File: config.mk
export PLATFORM = sky130hd
export DESIGN_NAME = branch_outcome_driver
export DESIGN_NICKNAME = d
export VERILOG_FILES = /design/src/rtl/pred_pkg.sv /design/src/rtl/sat_counter.sv /design/src/rtl/branch_outcome_driver.sv
export SDC_FILE = /design/constraint.sdc
export NUM_CORES = 1
export LEC_CHECK = 0
export ABC_AREA = 0
export BUFFER_PORTS_ARGS = -buffer_cell sky130_fd_sc_hd__buf_4
export CAP_MARGIN = 25
export CORE_ASPECT_RATIO = 1.4
export CORE_MARGIN = 2
export CORE_UTILIZATION = 40
export CTS_CLUSTER_DIAMETER = 150
export DETAILED_ROUTE_END_ITERATION = 6
export PLACE_DENSITY = 0.63
export RECOVER_POWER = 50
export SLEW_MARGIN = 20
export SYNTH_ARGS = -nofsm -noshare
export SYNTH_HDL_FRONTEND = slang
export SYNTH_SLANG_ARGS = --single-unit
export TNS_END_PERCENT = 5
File: constraint.sdc
create_clock -name clk -period 2.2 [get_ports clk]
set_input_delay 0.44 -clock clk [delete_from_list [all_inputs] [get_ports clk]]
set_output_delay 0.44 -clock clk [all_outputs]
set_load 0.02 [all_outputs]
File: src/rtl/pred_pkg.sv
// Shared types and constants for the branch outcome driver and its predictor peer.
package pred_pkg;

    typedef enum logic [2:0] {
        PRIME = 3'd0,
        IDLE  = 3'd1,
        REQ   = 3'd2,
        WAIT  = 3'd3,
        RES   = 3'd4
    } drv_state_e;

    localparam int CNT_W_DEF = 16;

    // 2-bit saturating predictor encoding; the MSB is the predicted direction.
    localparam logic [1:0] PRED_SNT = 2'd0;
    localparam logic [1:0] PRED_WNT = 2'd1;
    localparam logic [1:0] PRED_WT  = 2'd2;
    localparam logic [1:0] PRED_ST  = 2'd3;

endpackage

File: src/rtl/sat_counter.sv
// Up-counter with synchronous clear that holds at all-ones instead of wrapping.
module sat_counter #(
    parameter int CNT_W = 16
) (
    input  logic             clk,
    input  logic             clr,
    input  logic             inc,
    output logic [CNT_W-1:0] count
);

    logic [CNT_W-1:0] count_q;
    logic [CNT_W-1:0] count_d;

    always_comb begin
        count_d = count_q;
        if (inc && (count_q != {CNT_W{1'b1}})) begin
            count_d = count_q + 1'b1;
        end
    end

    always_ff @(posedge clk) begin
        if (clr) begin
            count_q <= '0;
        end else begin
            count_q <= count_d;
        end
    end

    assign count = count_q;

endmodule

File: src/rtl/branch_outcome_driver.sv
// Runs one predict-then-resolve handshake per accepted branch outcome and keeps
// saturating totals of branches, correct predictions and mispredictions.
//
// state | meaning
// PRIME | one result pulse with taken=0 to arm the predictor after reset
// IDLE  | ready for the next outcome
// REQ   | request pulse to the predictor
// WAIT  | prediction is stable; captured at the closing edge
// RES   | result pulse with the actual direction; statistics update
module branch_outcome_driver
    import pred_pkg::*;
#(
    parameter int CNT_W = CNT_W_DEF
) (
    input  logic             clk,
    input  logic             rst_n,
    input  logic             outcome_valid,
    input  logic             outcome_taken,
    output logic             outcome_ready,
    output logic             request,
    input  logic             prediction,
    output logic             result,
    output logic             taken,
    output logic             pred_valid,
    output logic             pred_out,
    output logic             mispredict,
    output logic             busy,
    output logic [CNT_W-1:0] n_total,
    output logic [CNT_W-1:0] n_correct,
    output logic [CNT_W-1:0] n_miss
);

    drv_state_e state_q, state_d;
    logic       act_q, act_d;
    logic       pred_q, pred_d;
    logic       inc_total, inc_correct, inc_miss;
    logic       miss;

    always_ff @(posedge clk) begin
        if (!rst_n) begin
            state_q <= PRIME;
            act_q   <= 1'b0;
            pred_q  <= 1'b0;
        end else begin
            state_q <= state_d;
            act_q   <= act_d;
            pred_q  <= pred_d;
        end
    end

    assign miss = pred_q ^ act_q;

    always_comb begin
        state_d       = state_q;
        act_d         = act_q;
        pred_d        = pred_q;
        outcome_ready = 1'b0;
        request       = 1'b0;
        result        = 1'b0;
        taken         = 1'b0;
        pred_valid    = 1'b0;
        mispredict    = 1'b0;
        inc_total     = 1'b0;
        inc_correct   = 1'b0;
        inc_miss      = 1'b0;
        case (state_q)
            PRIME: begin
                // Gated so the arming pulse stays one cycle however long reset is held.
                result  = rst_n;
                state_d = IDLE;
            end
            IDLE: begin
                outcome_ready = 1'b1;
                if (outcome_valid) begin
                    act_d   = outcome_taken;
                    state_d = REQ;
                end
            end
            REQ: begin
                request = 1'b1;
                state_d = WAIT;
            end
            WAIT: begin
                pred_d  = prediction;
                state_d = RES;
            end
            RES: begin
                result      = 1'b1;
                taken       = act_q;
                pred_valid  = 1'b1;
                mispredict  = miss;
                inc_total   = 1'b1;
                inc_correct = ~miss;
                inc_miss    = miss;
                state_d     = IDLE;
            end
            default: begin
                state_d = PRIME;
            end
        endcase
    end

    assign pred_out = pred_q;
    assign busy     = (state_q != IDLE);

    sat_counter #(.CNT_W(CNT_W)) u_cnt_total (
        .clk   (clk),
        .clr   (~rst_n),
        .inc   (inc_total),
        .count (n_total)
    );

    sat_counter #(.CNT_W(CNT_W)) u_cnt_correct (
        .clk   (clk),
        .clr   (~rst_n),
        .inc   (inc_correct),
        .count (n_correct)
    );

    sat_counter #(.CNT_W(CNT_W)) u_cnt_miss (
        .clk   (clk),
        .clr   (~rst_n),
        .inc   (inc_miss),
        .count (n_miss)
    );

endmodule
==> PnR_summary.wiki <==
{| class="wikitable"
! Metric !! Value
|-
| Placed insts || 454
|-
| Cell type group with the largest total delay on the critical path || simple AND/OR/NAND/NOR gates
|-
| Std-Cell Core Area || 0.00653 mm^2
|-
| Power after layout || 0.00167 W
|-
| Number of top-level pins || 61
|-
| Post-route antenna net violation count || 0
|-
| Post-DP HPWL || 5070 um
|-
| Main synth FF type || dfxtp_1
|-
| Standard cell area after detailed placement || 0.00327 mm^2
|-
| FF+latch count, synth || 53
|-
| Total count of max-transition violations in the final report || 0
|-
| Required time reported for the critical path endpoint || 2.44 ns
|-
| EDFF count, synth || 0
|-
| CTS tree || done
|-
| Number of clock sinks || 53
|-
| Worst path arrival time || 2.36 ns
|-
| Die H || 101 um
|-
| Clock insertion delay at the later pin of the skew report || 0.31 ns
|-
| Global routing usage on met2 || 34.1%
|-
| Worst IR drop on VDD || 0.343 mV
|-
| Initial Util || 40.9%
|-
| Layout cell share with drive strength beyond 1 || 11.3%
|-
| Type of the setup path with the least slack || reg -> reg
|-
| Highest-delay cell along the critical path || or3_2
|-
| Sequential area share after synthesis || 39.8%
|-
| Met1 track demand over resource || 20.8%
|-
| Unrepaired setup endpoints after global routing || no
|-
| Post-Route WL || 6900 um
|-
| Fill cell count || 699
|-
| Net count of the finished layout || 397
|-
| Filler-free cell count of the finished design || 464
|-
| Largest net degree at the start of global routing || 30
|-
| Final TNS setup || 0 ns
|-
| Finish-stage setup viols || 0
|-
| Async set-or-reset flop fraction in the synthesized netlist || 0%
|-
| Via total after detailed routing || 2787
|-
| Cell area after synthesis || 0.00267 mm^2
|-
| Number of buffers on the longest clock path || 2
|-
| Number of global-route vias before repair || 2575
|-
| DRC violations left || 0
|-
| Outcome || finished clean
|-
| Global-route congestion overflow total || 0
|-
| Final instance area || 0.00321 mm^2
|-
| Buffers and inverters on the worst path || 0
|-
| All-Layer GR Usage || 19.1%
|-
| Class of the most critical hold timing path || in -> reg
|-
| Power Density || 519 mW/mm^2
|-
| Startpoint types || flip-flop
|-
| Clock skew || 0.00562 ns
|-
| Number of hold-repair buffers added at the cts stage || 0
|-
| Synthesis-to-layout area growth || 20.3%
|-
| Fin crit share || 96.4%
|-
| Die boundary width || 73.0 um
|-
| Peak fanout along the critical path || 12
|-
| Cells along the critical path || or3b_1 > or3_2 > or4_1 > a21oi_1
|-
| Number of levels in the clock H-tree || 2
|-
| Number of failing hold endpoints at the final stage || 0
|-
| GR met3 Demand/Resource || 3.40%
|-
| GRT Max-Usage Layer || met2
|-
| Vias per cell || 6.01
|-
| Avg Inst Size Synth || 8.39 um^2
|-
| Max cap viols || 0
|-
| Count of port buffers added during placement || 60
|-
| Number of warnings issued by yosys || 0
|-
| Relative max-transition margin || 29.5%
|-
| Multi-input gate area || 0.00151 mm^2
|-
| Initial DRC Count || 140
|-
| Shortest period the worst path allows || 2.12 ns
|-
| Global placer's final weighted congestion || 0.758
|-
| Net count of the mapped netlist || 326
|-
| Number of buffers added by the clock tree synthesis step || 5
|-
| Kind of capture point of the worst setup path || flip-flop
|-
| Library cell used as clock root buffer || clkbuf_8
|-
| Transition at the pin with the smallest max-transition slack || 1.06 ns
|-
| Global-route wire length before repair || 11400 um
|-
| Post-synthesis instance total || 318
|-
| Clock-pin slew of the registers on the worst-case setup and hold paths || 0.10 ns
|-
| Area of the die || 0.00735 mm^2
|-
| End-of-flow core utilization || 49.2%
|-
| Diode count || 0
|-
| Drt first pass iters || 4
|-
| Wire length per cell after detailed routing || 14.9 um
|-
| Slowest Stage Delay on Critical Path || 0.63 ns
|-
| Antenna violations before repair || 0
|-
| Site row count || 35
|-
| Leakage || 1.02 nW
|-
| Combined flip-flop and latch cell area || 0.00106 mm^2
|-
| Post-synth cell types || 42
|-
| F_max || 472 MHz
|}
worst min-delay path: cells and delay by family:
kind | cells | cell delay, ns
mux | 1 | 0.05
simple gates | 1 | 0.07
buf+inv | 1 | 0.07
cells in the mapped netlist (2+ instances only):
cell type | n | area [um^2]
o311ai_0 | 2 | 17.5
nor3_1 | 6 | 30.0
mux2i_1 | 7 | 70.1
nand3_1 | 13 | 65.1
nor3b_1 | 2 | 15.0
dfxtp_1 | 53 | 1060
inv_1 | 9 | 33.8
a31oi_1 | 3 | 18.8
or3_2 | 2 | 15.0
ha_1 | 3 | 37.5
o211ai_1 | 2 | 15.0
nand3b_1 | 3 | 22.5
or4_1 | 18 | 135
and4_1 | 5 | 43.8
or3_1 | 11 | 68.8
and3_1 | 6 | 37.5
xor2_1 | 2 | 17.5
nand2_1 | 25 | 93.8
nor4_1 | 9 | 56.3
a211oi_1 | 2 | 15.0
a21oi_1 | 34 | 170
o41ai_1 | 4 | 35.0
or2_2 | 2 | 12.5
buf_6 | 2 | 22.5
nor2_1 | 11 | 41.3
nand4_1 | 17 | 106
nand2b_1 | 6 | 37.5
and2_1 | 3 | 18.8
or3b_1 | 2 | 17.5
o31ai_1 | 20 | 150
o21ai_0 | 14 | 70.1
clkbuf_1 | 10 | 37.5
per-stage QoR:
stage / hold slack, ns / setup WS [ns]
2_1_floorplan: 0.481 / 0.0890
3_3_place_gp: 0.487 / 0.171
3_5_place_dp: 0.496 / 0.119
4_1_cts: 0.353 / 0.00897
5_1_grt: 0.376 / 0.00694
6_report: 0.359 / 0.0800
flip-flops by register name, indices dropped and copies added, names as in the netlist:
signal / flops
state_q: 3
u_cnt_total.count: 16
act_q: 1
u_cnt_correct.count: 16
u_cnt_miss.count: 16
pred_out: 1
path summary, 6_finish.rpt:
check	from	to	slack (ns)	depth (start not counted)
setup / recovery	state_q[0]$_SDFFE_PN0P_	u_cnt_miss.count[14]$_SDFFE_PN0P_	0.08	4
hold / removal	prediction	pred_out$_SDFFE_PN0P_	0.36	3
setup reg to reg	state_q[0]$_SDFFE_PN0P_	u_cnt_miss.count[14]$_SDFFE_PN0P_	0.08	4
hold reg to reg	u_cnt_correct.count[11]$_SDFFE_PN0P_	u_cnt_correct.count[11]$_SDFFE_PN0P_	0.51	2
cell type report:
type / instances / share of cell area, %
multi-input cells: 242 / 47.2
inverters: 10 / 1.17
flip-flops and latches: 53 / 33.1
repair buffers: 77 / 12.6
clock inverters: 1 / 0.156
clock buffers: 7 / 3.00
well taps: 74 / 2.88
placed cells by master, fill, tap and decap left out, types with 8 or more instances in the layout:
cell and count:
or4_1 18, nor2_1 11, a21oi_1 34, inv_1 8, clkbuf_1 50, or3_1 11, buf_4 26, o21ai_0 14
o31ai_1 20, nand3_1 13, nand4_1 17, nor4_1 8, dfxtp_1 53, nand2_1 24
power by group:
group | internal, W | switching (W)
combinational | 0.0000332 | 0.0000554
sequential | 0.000964 | 0.00000417
clock | 0.000285 | 0.000324
total | 0.00128 | 0.000383
layer usage:
metal	vias up	share of wire, %	wire, um
met5	-	0	0
met4	0	3.4	233
met3	22	3.5	239
met2	65	52	3600
met1	1320	41	2830
li1	1380	-	-
cell families after synthesis:
family          count (synthesis)  share of synthesized area [%]
fa+ha+maj                       3                           1.41
buf+inv                        23                           3.84
flops                          53                           39.8
xor+xnor                        3                          0.985
simple gates                  143                           31.4
compound gates                 86                           20.0
mux                             7                           2.63
repair_timing:
action,4_1_cts,5_1_grt
setup endpoints to repair,1,1
setup buffers,0,2
gates resized for setup,1,1
pin swaps,0,0
(Power assumes the default switching activity.)
